## src/rtl/seq_array_multiplier_if.sv

```systemverilog
// Valid/ready operand and result channels of the sequential array multiplier.
// The producer/consumer side uses the master modport, the multiplier uses slave.
interface seq_array_multiplier_if #(
    parameter int WIDTH = 8
);
    logic                   in_valid;
    logic                   in_ready;
    logic [WIDTH-1:0]       a;
    logic [WIDTH-1:0]       b;
    logic                   is_signed;
    logic                   out_valid;
    logic                   out_ready;
    logic [2*WIDTH-1:0]     product;
    logic                   busy;

    modport master (
        output in_valid, a, b, is_signed, out_ready,
        input  in_ready, out_valid, product, busy
    );

    modport slave (
        input  in_valid, a, b, is_signed, out_ready,
        output in_ready, out_valid, product, busy
    );
endinterface

```

## src/rtl/seq_array_multiplier.sv

```systemverilog
// Iterative WIDTH x WIDTH shift-add multiplier, one partial-product row per clock.
// Signed operations run on magnitudes; the sign is applied once on the last row.
module seq_array_multiplier #(
    parameter int WIDTH      = 8,
    parameter int EARLY_EXIT = 0
) (
    input  logic                   clk,
    input  logic                   rst_n,
    seq_array_multiplier_if.slave  bus
);
    localparam int PW    = 2 * WIDTH;
    localparam int CNT_W = $clog2(WIDTH);
    localparam logic [CNT_W-1:0] LAST_CNT = CNT_W'(WIDTH - 1);
    localparam bit   EE_ON = (EARLY_EXIT != 0);

    typedef enum logic [1:0] {
        S_IDLE = 2'd0,
        S_CALC = 2'd1,
        S_DONE = 2'd2
    } state_t;

    state_t               r_state;
    state_t               w_state_next;
    logic [WIDTH-1:0]     r_mcand;
    logic [WIDTH-1:0]     r_mplier;
    logic [PW-1:0]        r_acc;
    logic [CNT_W-1:0]     r_cnt;
    logic                 r_neg;
    logic [PW-1:0]        r_product;
    logic                 r_in_ready;
    logic                 r_out_valid;
    logic                 r_busy;

    logic                 w_accept;
    logic [PW-1:0]        w_addend;
    logic [PW-1:0]        w_acc_sum;
    logic [WIDTH-1:0]     w_mplier_shr;
    logic                 w_calc_last;
    logic [PW-1:0]        w_result;

    // -2^(W-1) maps to 2^(W-1), which still fits the unsigned W-bit magnitude
    function automatic logic [WIDTH-1:0] magnitude(input logic [WIDTH-1:0] v, input logic s);
        if (s && v[WIDTH-1]) begin
            return ~v + WIDTH'(1);
        end else begin
            return v;
        end
    endfunction

    assign w_accept = (r_state == S_IDLE) && bus.in_valid && r_in_ready;

    // One partial-product row and the exit decision for the current CALC edge
    always_comb begin
        w_addend     = {PW{1'b0}};
        w_acc_sum    = {PW{1'b0}};
        w_mplier_shr = {WIDTH{1'b0}};
        w_calc_last  = 1'b0;
        w_result     = {PW{1'b0}};
        if (r_mplier[0]) begin
            w_addend = {{WIDTH{1'b0}}, r_mcand} << r_cnt;
        end else begin
            w_addend = {PW{1'b0}};
        end
        w_acc_sum    = r_acc + w_addend;
        w_mplier_shr = r_mplier >> 1'b1;
        w_calc_last  = (r_cnt == LAST_CNT) || (EE_ON && (w_mplier_shr == {WIDTH{1'b0}}));
        if (r_neg) begin
            w_result = ~w_acc_sum + PW'(1);
        end else begin
            w_result = w_acc_sum;
        end
    end

    // Next-state logic of the IDLE -> CALC -> DONE controller
    always_comb begin
        w_state_next = r_state;
        case (r_state)
            S_IDLE: begin
                if (w_accept) begin
                    w_state_next = S_CALC;
                end else begin
                    w_state_next = S_IDLE;
                end
            end
            S_CALC: begin
                if (w_calc_last) begin
                    w_state_next = S_DONE;
                end else begin
                    w_state_next = S_CALC;
                end
            end
            S_DONE: begin
                if (bus.out_ready) begin
                    w_state_next = S_IDLE;
                end else begin
                    w_state_next = S_DONE;
                end
            end
            default: w_state_next = S_IDLE;
        endcase
    end

    // Controller state register
    always_ff @(posedge clk) begin
        if (!rst_n) begin
            r_state <= S_IDLE;
        end else begin
            r_state <= w_state_next;
        end
    end

    // Datapath and registered handshake outputs, decoded from the next state
    always_ff @(posedge clk) begin
        if (!rst_n) begin
            r_mcand     <= {WIDTH{1'b0}};
            r_mplier    <= {WIDTH{1'b0}};
            r_acc       <= {PW{1'b0}};
            r_cnt       <= {CNT_W{1'b0}};
            r_neg       <= 1'b0;
            r_product   <= {PW{1'b0}};
            r_in_ready  <= 1'b0;
            r_out_valid <= 1'b0;
            r_busy      <= 1'b0;
        end else begin
            r_in_ready  <= (w_state_next == S_IDLE);
            r_out_valid <= (w_state_next == S_DONE);
            r_busy      <= (w_state_next == S_CALC) || (w_state_next == S_DONE);
            case (r_state)
                S_IDLE: begin
                    if (w_accept) begin
                        r_mcand  <= magnitude(bus.a, bus.is_signed);
                        r_mplier <= magnitude(bus.b, bus.is_signed);
                        r_neg    <= bus.is_signed & (bus.a[WIDTH-1] ^ bus.b[WIDTH-1]);
                        r_acc    <= {PW{1'b0}};
                        r_cnt    <= {CNT_W{1'b0}};
                    end
                end
                S_CALC: begin
                    r_acc    <= w_acc_sum;
                    r_mplier <= w_mplier_shr;
                    r_cnt    <= r_cnt + CNT_W'(1);
                    if (w_calc_last) begin
                        r_product <= w_result;
                    end
                end
                default: begin
                end
            endcase
        end
    end

    assign bus.in_ready  = r_in_ready;
    assign bus.out_valid = r_out_valid;
    assign bus.busy      = r_busy;
    assign bus.product   = r_product;
endmodule

```

## src/flat_wrapper.sv

```systemverilog
// flat-port wrapper written by rule: the top's interface ports become plain ports
module seq_array_multiplier_flat 
#(
    parameter int WIDTH      = 8,
    parameter int EARLY_EXIT = 0
)
  (clk, rst_n, bus_in_valid, bus_a, bus_b, bus_is_signed, bus_out_ready, bus_in_ready, bus_out_valid, bus_product, bus_busy);
  seq_array_multiplier_if #(.WIDTH(WIDTH)) bus_i ();
  input  logic clk;
  input  logic rst_n;
  input wire logic [$bits(bus_i.in_valid)-1:0] bus_in_valid;
  input wire logic [$bits(bus_i.a)-1:0] bus_a;
  input wire logic [$bits(bus_i.b)-1:0] bus_b;
  input wire logic [$bits(bus_i.is_signed)-1:0] bus_is_signed;
  input wire logic [$bits(bus_i.out_ready)-1:0] bus_out_ready;
  output wire logic [$bits(bus_i.in_ready)-1:0] bus_in_ready;
  output wire logic [$bits(bus_i.out_valid)-1:0] bus_out_valid;
  output wire logic [$bits(bus_i.product)-1:0] bus_product;
  output wire logic [$bits(bus_i.busy)-1:0] bus_busy;
  assign bus_i.in_valid = bus_in_valid;
  assign bus_i.a = bus_a;
  assign bus_i.b = bus_b;
  assign bus_i.is_signed = bus_is_signed;
  assign bus_i.out_ready = bus_out_ready;
  assign bus_in_ready = bus_i.in_ready;
  assign bus_out_valid = bus_i.out_valid;
  assign bus_product = bus_i.product;
  assign bus_busy = bus_i.busy;
  seq_array_multiplier #(.WIDTH(WIDTH), .EARLY_EXIT(EARLY_EXIT)) u_core (.clk(clk), .rst_n(rst_n), .bus(bus_i));
endmodule
```

## config.mk

```make
export PLATFORM = sky130hd
export DESIGN_NAME = seq_array_multiplier_flat
export DESIGN_NICKNAME = d
export VERILOG_FILES = /design/src/rtl/seq_array_multiplier_if.sv /design/src/rtl/seq_array_multiplier.sv /design/src/flat_wrapper.sv
export SDC_FILE = /design/constraint.sdc
export NUM_CORES = 1
export LEC_CHECK = 0
export BUFFER_PORTS_ARGS = -buffer_cell sky130_fd_sc_hd__buf_2
export CAP_MARGIN = 25
export CORE_MARGIN = 2
export CORE_UTILIZATION = 55
export DETAILED_ROUTE_END_ITERATION = 6
export GPL_TIMING_DRIVEN = 1
export PLACE_DENSITY = 0.83
export SETUP_SLACK_MARGIN = 0.1
export SYNTH_ARGS = -nofsm -noshare
export SYNTH_HDL_FRONTEND = slang
export SYNTH_SLANG_ARGS = --single-unit
```

## constraint.sdc

```tcl
create_clock -name clk -period 8.3 [get_ports clk]
set_clock_uncertainty 0.1 [all_clocks]
set_input_delay 1.245 -clock clk [delete_from_list [all_inputs] [get_ports clk]]
set_output_delay 1.245 -clock clk [all_outputs]
set_load 0.03 [all_outputs]
```

Word-level counts from Yosys, hierarchy flattened
Index checks and enable logic that the tools add are counted.

cells by class
  add/subtract/negate cells = 5
  equal/unequal tests = 6
  shift operators = 1
  muxes and demuxes = 14
  bitwise gates (word level) = 5
  reduce and logical (&&, ||, !) cells = 11

operators with widths
  operator               number
  $mux 16                3
  $pmux 16 s2            1
  $mux 8                 3
  $add 16x1->16 const B  1
  $add 16x16->16         1
  $add 8x1->8 const B    2
  $not 16->16            1
  $not 8->8              2
  $pmux 8 s2             1
  $shl 8x3->16           1
  $pmux 2 s3             1
  $pmux 3 s2             1
  $reduce_and 2->1       3
  $eq 2x1->1 const B     2
  $eq 2x2->1 const B     2
  $logic_and 1x1->1      4
  $logic_not 2->1        2
  $mux 2                 2
  $add 3x1->3 const B    1
  $eq 3x3->1 const B     1
  $mux 3                 1
  $ne 2x1->1 const B     1
  $reduce_bool 2->1      1
  $and 1x1->1            1
  3 further kinds        3

word-level totals
  register bits after elaboration = 57
  bits of input ports = 21
  output and inout port bits = 19
  word-level logic and storage cells = 52

Depth between registers and ports, before layout
Gate-level depths: netlist of the first run.

  depth in word-level cells = 7
  depth in mapped cells = 17
  mapped depth without buffers = 14

Worst setup path after synthesis of the first run
OpenSTA, ideal clock, no wires.

  path type = register to register
  start point = reg u_core.r_cnt[1]
  end point = reg u_core.r_product[13] (netlist: u_core.bus.product[13])
  library setup time = 0.088 ns
  data arrival time = 3.840 ns
  required time = 8.112 ns
  path slack = 4.271 ns
  cell stages (with the launch flop) = 17
  buffers on the path = 3
  period minus slack after synthesis = 4.029 ns
  path through = dfxtp_1 > clkbuf_1 > clkbuf_1 > mux2i_1 > a21oi_1 > a21oi_1 > nor2b_1 > ha_1 > buf_2 > and3_1 > a22oi_1 > mux2i_1 > o32ai_2 > or4_4 > nor4_4 > o21ai_1 > a311oi_2

between the ends
  cells in the longest elaborated chain, start to end = 6
  elaborated cells between the ends (all ways) = 8
  classes of those cells = add/sub (2); eq/ne (1); shift (1); mux (2); bitwise (1); reduce/logical (1)

ends and longest elaborated chain
  item                    RTL line                     text
  from (decl)             seq_array_multiplier.sv:27   logic [CNT_W-1:0] r_cnt;
  from (signal assigned)  seq_array_multiplier.sv:118  r_cnt <= {CNT_W{1'b0}};
  from (signal assigned)  seq_array_multiplier.sv:135  r_cnt <= {CNT_W{1'b0}};
  from (signal assigned)  seq_array_multiplier.sv:141  r_cnt <= r_cnt + CNT_W'(1);
  $shl 8x3->16            seq_array_multiplier.sv:60   w_addend = {{WIDTH{1'b0}}, r_mcand} << r_cnt;
  $mux 16                 seq_array_multiplier.sv:59   if (r_mplier[0]) begin
  $add 16x16->16          seq_array_multiplier.sv:64   w_acc_sum = r_acc + w_addend;
  $not 16->16             seq_array_multiplier.sv:68   w_result = ~w_acc_sum + PW'(1);
  $add 16x1->16           seq_array_multiplier.sv:68
  $mux 16                 seq_array_multiplier.sv:67   if (r_neg) begin
  to (signal assigned)    seq_array_multiplier.sv:120  r_product <= {PW{1'b0}};
  to (signal assigned)    seq_array_multiplier.sv:143  r_product <= w_result;
  to (decl)               seq_array_multiplier.sv:29   logic [PW-1:0] r_product;

Parallel ways exist; a longest one is shown, timed or not.
A chain may end at the register's enable or synchronous reset.

Final worst setup path of the first run
Same ends and word-level chain as after synthesis.

==> metrics list, run 1 <==
- Status: finished, final reports clean
* Number of synthesis warnings: 0
- The worst setup path is launched from a flip-flop.
* Vias: 3,678
- Fraction of power consumed by sequential logic: 44.2%
* Flip-flop and latch area: 1140 µm²
* Net count reported at finish: 563
- Among all flip-flop cells after synthesis, the most frequent one is dfxtp_1.
* Classification of the worst setup path: flip-flop to flip-flop
* Largest voltage drop on the vdd net: 0.118 mV
- Layout fillers: 612
- Vias per Instance: 5.93
* IO buf count: 39
* Yosys reg bits: 57
- Wire per inst: 14.8 µm
- The worst path needs 4430 ps of the cycle, external delays included.
- Final setup violation count: 0
* Number of global-route vias before repair: 3,317
- Net Count, Synth: 542
- The tree is rooted in a clkbuf_8.
- Antenna violations before repair: 0
- Worst Hold Path Cells: 2
- Wire segments on met3 add up to 436 µm in the final route.
- P_sw: 0.175 mW
- Total area of multi-input combinational cells: 2550 µm²
* Top library cells by usage in the layout, fill and taps aside: nor2_1, dfxtp_1, nand2_1, a21oi_1, buf_2
* CP Data Arrival Time: 4590 ps
- Detail Route met2 WL: 4430 µm
- The first routing iteration left 238 violations.
- After detailed routing, the number of remaining DRC violations is 0.
- After synthesis, the netlist uses 68 different library cells.
- Post-route antenna net violation count: 0
- The final number of hold-violating endpoints was 0.
- Entering global routing, the biggest net connects 55 pins.
- Setup repair after global routing left no endpoint under its margin.
- Die Span Y: 88.2 µm
- Hold/Removal Path Class: flip-flop to flip-flop
- Worst Hold Margin: 357 ps
* Total of hold buffers inserted after clock tree synthesis: 0
* Drt pass-1 iters: 5
- The worst setup path is captured at a flip-flop.
* Internal power: 0.479 mW
- Once the floorplan was initialized, standard cells occupied 57.1% of the core.
* Total Neg Setup Slack: 0 ps
- In this run the top signal layer used is met4.
- The synthesized design contains 0 enable-type register cells.
- Std-Cell Core Area: 6830 µm²
* Synth Instances: 498
- WP data required: 8460 ps
- The startpoint identified for the worst register-to-register timing path is u_core.r_cnt[1].
- Leakage component of the power: 1.81 nW
* Max-slew violation count: 0
- Inserted Clock Buffers: 9
* Wl on met1: 4090 µm
* Fraction of final layout cells with drive strength greater than 1: 16.4%
- Summing the sequential cell areas from Yosys gives 29.2% of the chip area.
* IO Count: 40
- Summed over all nets, the half-perimeter wirelength after detailed placement is 6430 µm.
- Sinks on Clock Net: 57
- Clock Power Share: 44.5%
- Of all nets on the critical path, the largest fanout is 15.
- H-tree Lvls: 3
* Gp weighted congestion: 0.916
* Leading cell type in the layout, fill and taps excluded: nor2_1
- For the worst flop-to-flop path, the logic depth is 13.
- The die is 88.2 µm wide.
- No sink is reached through more buffers than the 2 on the longest clock path.
- The final critical path takes up 53.4% of the cycle.
- Number of diodes added for antenna fixing: 0
* Number of resized instances in the post-cts repair step: 0
* Register-to-register setup slack: 3870 ps
- Slew at the pin closest to its max-slew limit: 949 ps
- Area growth from synthesis to final layout: 10.6%
* Post-Route WL: 9180 µm
- In this run the cell area of the synthesized design comes to 3900 µm².
* Proportion of synthesized flip-flops having asynchronous set or reset: 0%
- The initialized floorplan defines 30 standard-cell rows.
- Buffer count from post-CTS setup fixing: 0
* Later-pin clock latency in the skew report: 350 ps
- Power, Total: 0.653 mW
- In this run, the combinational gates consume 11.3% of the power.
* Startpoint of the lowest-slack hold path: u_core.bus.product[2]
* Reg-to-reg endpoint: u_core.bus.product[13]
- In this run switching power makes up 26.7% of total power.
- Worst hold endpoint: u_core.bus.product[2]
- Global-route wire length before repair: 15,300 µm
- Max-cap violations in this run came to 0.
- CTS tree: built
- Power density of the placed cells: 151 nW/µm²
- CTS clock-pin slew for the worst setup and hold paths: 70 ps
- Full die area: 7790 µm²
- The average instance in the mapped netlist occupies 7.84 µm².
- Worst slew margin relative to its limit: 36.7%
- Congestion Overflow GR: 0
* Gr usage total: 25.0%
- Achievable frequency: 226 MHz
registers in the layout, indices dropped and copies added (netlist names):
register and cells:
u_core.bus.product 16, u_core.r_acc 16, u_core.r_mcand 8, u_core.r_mplier 8, u_core.r_cnt 3, u_core.r_state 2
u_core.bus.busy 1, u_core.bus.in_ready 1, u_core.bus.out_valid 1, u_core.r_neg 1
synthesized netlist by cell type, drive strengths merged, types with 2 or more instances:
cell type	n	area, µm²
nor2b	4	25.0
nand4	2	12.5
o32ai	2	25.0
or3	5	31.3
and2	8	52.6
clkbuf	26	118
a311oi	5	56.3
o2111ai	3	26.3
a31oi	6	37.5
nor3	13	65.1
a21oi	43	223
o211ai	3	27.5
a22oi	12	90.1
nor2	59	221
a211oi	13	110
mux2i	9	90.1
xor2	19	166
nor3b	2	15.0
inv	17	63.8
mux2	4	45.0
nand2	55	211
xnor2	12	105
a21o	6	46.3
nor4	3	40.0
dfxtp	57	1140
buf	5	28.8
nand2b	2	12.5
o21a	5	37.5
and3	7	45.1
a221oi	4	47.6
a32oi	2	17.5
o21ai	12	60.1
ha	22	275
or4	3	27.5
or2	3	18.8
nand3	30	150
o31ai	4	30.0
area by class of cell:
class | count | area share [%]
Clock buffer | 13 | 4.15
Clock inverter | 3 | 1.07
Inverter | 17 | 1.48
Multi-Input combinational cell | 393 | 59.1
Sequential cell | 57 | 26.4
Tap cell | 96 | 2.78
Timing Repair Buffer | 41 | 4.96
power groups by stage:
stage               Sequential (mW)  Clock [mW]  Combinational [mW]
finish                        0.289       0.291              0.0739
global route                  0.290       0.304              0.0827
CTS                           0.288       0.291              0.0723
detailed placement            0.295           0              0.0717
global placement              0.294           0              0.0691
floorplan                     0.292           0              0.0538
how the worst max path moves through the flow:
stage	from	to	slack (ps)	cells after the start
floorplan	u_core.r_cnt[1]	u_core.bus.product[13]	4270	16
detailed placement	u_core.r_cnt[1]	u_core.bus.product[13]	3900	13
CTS	u_core.r_cnt[1]	u_core.bus.product[13]	3880	13
global route	u_core.r_cnt[1]	u_core.bus.product[13]	3580	13
finish	u_core.r_cnt[1]	u_core.bus.product[13]	3870	13
global placement	u_core.r_cnt[1]	u_core.bus.product[13]	4050	13
per-layer routing:
layer | up-vias | track usage (%)
li1 | 1826 | -
met1 | 1718 | 31.6
met2 | 111 | 42.2
met3 | 23 | 4.29
met4 | 0 | 10.2
met5 | - | 0
cells by family after synthesis:
family,share of synthesized area (%)
AOI/OAI and AO/OA,22.7
xor gates and xnor gates,6.96
adders and majority gates,7.57
buffers and inverters,5.39
DFF,29.2
muxes,3.46
and+or+nand+nor,24.7
per-stage QoR:
step,utilization (%),setup WS (ps),area [µm²],std cells
2_1_floorplan,-,4270,3900,498
3_3_place_gp,59.7,4050,4080,603
3_5_place_dp,59.7,3900,4080,603
4_1_cts,63.0,3880,4300,619
5_1_grt,63.2,3580,4320,620
6_report,63.2,3870,4320,620
worst max-delay path, stage by stage (launching register included):
cell and delay, ps:
dfxtp_1 660, mux2_2 410, o21ai_0 200, o21ai_0 100, and2_1 180, ha_1 380
a21o_1 240, a22oi_1 330, mux2i_1 320, o32ai_2 140, or4_4 570, nor4_4 350
o21ai_1 120, a311oi_2 260
(Power assumes the default switching activity.)
==> inputs of run 2 (changes only) <==
--- a/config.mk
+++ b/config.mk
@@ -8,10 +8,10 @@
 export BUFFER_PORTS_ARGS = -buffer_cell sky130_fd_sc_hd__buf_2
 export CAP_MARGIN = 25
 export CORE_MARGIN = 2
-export CORE_UTILIZATION = 55
+export CORE_UTILIZATION = 54
 export DETAILED_ROUTE_END_ITERATION = 6
 export GPL_TIMING_DRIVEN = 1
-export PLACE_DENSITY = 0.83
+export PLACE_DENSITY = 0.85
 export SETUP_SLACK_MARGIN = 0.1
 export SYNTH_ARGS = -nofsm -noshare
 export SYNTH_HDL_FRONTEND = slang
==> constraint.sdc (replaced) <==
create_clock -name clk -period 3.6 [get_ports clk]
set_clock_uncertainty 0.1 [all_clocks]
set_input_delay 0.54 -clock clk [delete_from_list [all_inputs] [get_ports clk]]
set_output_delay 0.54 -clock clk [all_outputs]
set_load 0.03 [all_outputs]
==> run 2 against run 1 <==
The run now ends with setup timing left. Non-clock buffer count up 47. Via count up 10%. Power up 120%. Critical path depth up 3. Largest power group is now sequential cells. Critical path type unchanged. Register-to-register slack worse by 4000 ps. Sequential cell count unchanged. Global-route usage up 3.8 points. Worst hold slack worse by 0.74 ps. Routed wire length up 21%. Sequential share of layout area down 3.1 points. Combinational power rose to 3.0 times the previous value. Largest cell class unchanged. Worst setup slack worse by 4000 ps.
==> metrics list, run 2 (synthesized netlist as in run 1, its figures left out) <==
- Placed Area: 4410 µm² (+8.1%)
- The number of primary I/O pins was 40 (unchanged).
* Cell depth of the worst flop-to-flop path: 16 (+3)
- The die outline area came to 7920 µm² (+1.8%).
* Post-route worst setup slack: -133 ps (-4000 ps)
- The overall via count from detail_route came to 4,051 (+10%).
* Final instance area: 4930 µm² (+14%)
* Drt pass-1 iters: 5 (unchanged)
* Fraction of final layout cells with drive strength greater than 1: 29.9% (+13 points)
* Post-detailed-route DRC marker count: 0 (unchanged)
* Antenna violations before repair: 0 (unchanged)
- CP Data Arrival Time: 3910 ps (-680 ps)
- The count of inserted antenna diode cells came to 0 (unchanged).
* Status: finished, violations left
- Max-slew violation count: 0 (unchanged)
- Global-route wire length before repair: 17,800 µm (+17%)
- Portion of the clock cycle consumed by the worst path in the final layout: 104% (+50 points)
* Leakage component of the power: 2.07 nW (+15%)
- The deepest clock path buffer count was 2 (unchanged).
* Area growth from synthesis to final layout: 26.3%
- The kind of cell with the highest combined delay along the critical path is simple AND/OR/NAND/NOR gates.
* Critical path endpoint: u_core.bus.product[14]
- The port buffer count was 39 (unchanged).
- Achievable frequency: 268 MHz (+19%)
- Depth of the critical timing path with buffers and inverters included: 16 (+3)
- Hold/Removal Path Class: flip-flop to flip-flop
- Clock tree synthesis selected as its root buffer the cell clkbuf_8.
- RSZ-0062 raised after global routing: yes
- Violated checks: setup timing
- Die outline width: 89.0 µm (+0.88%)
- Largest net degree at the start of global routing: 30 (-45%)
- Power density of the placed cells: 298 nW/µm² (+97%)
* Count of endpoints failing hold in the final timing report: 0 (unchanged)
- Effective utilization at floorplan: 56.5% (-0.62 points)
- Net count reported at finish: 610 (+8.3%)
* Worst slew margin relative to its limit: 39.4% (+2.8 points)
* Cell Rows: 30 (unchanged)
* Layout fillers: 554 (-9.5%)
* Power, Total: 1.47 mW (+120%)
- The number of H-tree branching levels is 3 (unchanged).
* Later-pin clock latency in the skew report: 350 ps (about the same)
* Reg-to-reg endpoint: u_core.bus.product[14]
* CTS tree: built
- The data required time at the worst endpoint came to 3770 ps (-4690 ps).
- HPWL after DPL: 7210 µm (+12%)
- The count of final setup violators is 6 (+6).
- The post-detailed-routing wire length is 11,100 µm (+21%).
- The chip height was 89.0 µm (+0.88%).
- Startpoint type of the worst setup path: flip-flop
* Crit. Startpoint: u_core.r_cnt[1]
- CP Cell Sequence: buf_6, mux2i_4, nand2_1, o21ai_2, nor2_2, o21a_1, ha_4, a21o_1, or3_4, mux2i_2, o32ai_2, buf_4, nor4_4, nand2_2, or4_4, a31oi_4
* Max Cap Violations: 0 (unchanged)
- Congestion Overflow GR: 0 (unchanged)
- Count of routing violations after the opening detailed-route iteration: 317 (+33%)
* Classification of the worst setup path: flip-flop to flip-flop
- The maximum fanout along the worst path was 7 (-8).
- The buffer and inverter count on the worst path was 2 (+2).
* Worst Hold Margin: 356 ps (-0.744 ps)
* Std-Cell Core Area: 6910 µm² (+1.1%)
- The slowest stage of the critical path belongs to the cell or4_4.
* Gr usage total: 28.8% (+3.8 points)
- In this run the critical register-to-register path is launched from u_core.r_cnt[1].
* Largest voltage drop on the vdd net: 0.183 mV (+55%)
- The post-layout minimum cycle time was 3730 ps (-700 ps).
- The via count of the first global-routing pass is 3,816 (+15%).
- Register-to-register setup slack: -130 ps (-4000 ps)
- The delay of the slowest cell on the worst path is 450 ps (-210 ps).
- Post-route antenna net violation count: 0 (unchanged)
- The worst setup path is captured at a flip-flop.
- The clock slew seen by the registers of the worst setup and hold paths came to 70 ps (about the same).
- Gp weighted congestion: 0.933 (+1.9%)
- Share of the core filled with cells in the final layout: 71.4% (+8.2 points)
* Vias per Instance: 6.09 (+2.7%)
- The average routed wire per standard cell is 16.7 µm (+13%).
- Inserted Clock Buffers: 9 (unchanged)
* Sinks on Clock Net: 57 (unchanged)
- Total Neg Setup Slack: -464 ps (-464 ps)
- The library cells used most frequently in the layout, excluding fill and tap cells, are nor2_1, dfxtp_1, nand2_1, buf_4, buf_2.
- The quantity of hold-fixing buffers added after cts is 0 (unchanged).
* Slew at the pin closest to its max-slew limit: 906 ps (-42.6 ps)
==> run 2: cell count changes in the layout (fill, tap and decap cells not counted), moves of 5 or more <==
| cell | change |
|---|---|
| buf_4 | +43 |
| ha_1 | -6 |
| o21ai_0 | -5 |
| ha_4 | +5 |
==> run 2: area by class of cell <==
type | count | area, µm² | share of cell area, %
Sequential cell | 57 | 1150 | 23.3
Timing Repair Buffer | 88 | 582 | 11.8
Multi-Input combinational cell | 393 | 2830 | 57.5
Inverter | 17 | 63.8 | 1.29
Clock buffer | 10 | 138 | 2.79
Tap cell | 96 | 120 | 2.44
Clock inverter | 4 | 45.0 | 0.914
==> run 2: through the flow <==
stage	worst slack [ps]	instances
after global routing	-251	665
after detailed placement	-126	637
after floorplan	77.3	498
after CTS	-18.2	656
after global placement	-45.3	637
final	-133	665
==> run 2: worst min path at each step <==
stage                                startpoint                    end  slack [ps]  cells after the start
after floorplan              u_core.r_mplier[3]     u_core.r_mplier[2]         330                      2
after global placement    u_core.bus.product[2]  u_core.bus.product[2]         340                      2
after detailed placement  u_core.bus.product[0]  u_core.bus.product[0]         350                      2
after CTS                              bus_a[0]      u_core.r_mcand[0]         350                      3
after global routing                   bus_a[0]      u_core.r_mcand[0]         360                      3
final                     u_core.bus.product[0]  u_core.bus.product[0]         360                      2
==> run 2: layer usage <==
layer / vias to the layer above / global-route usage (%) / share of wire (%)
li1: 1926 / - / -
met2: 187 / 49.5 / 50
met5: - / 0 / 0
met3: 39 / 6.00 / 6.9
met1: 1899 / 34.4 / 40
met4: 0 / 13.4 / 3.1
==> run 2: tightest hold or removal path, cell delays in order, from the launching register on <==
cell     delay [ps]
dfxtp_1         310
nand2_1          50
a21oi_1          50
==> run 2: timing repair <==
action | 4_1_cts | 5_1_grt
pin swaps | 20 | 18
hold endpoints to repair | 0 | 0
setup buffers | 5 | 9
resized for setup | 26 | 21
endpoints found under the setup margin | 7 | 10
cloned | 0 | 0
==> run 2: power breakdown <==
group | leakage (nW) | internal [mW] | total [mW] | switching, mW
Sequential | 0.463 | 0.646 | 0.666 | 0.0193
Clock | 0.0978 | 0.327 | 0.582 | 0.255
Combinational | 1.51 | 0.0912 | 0.223 | 0.131
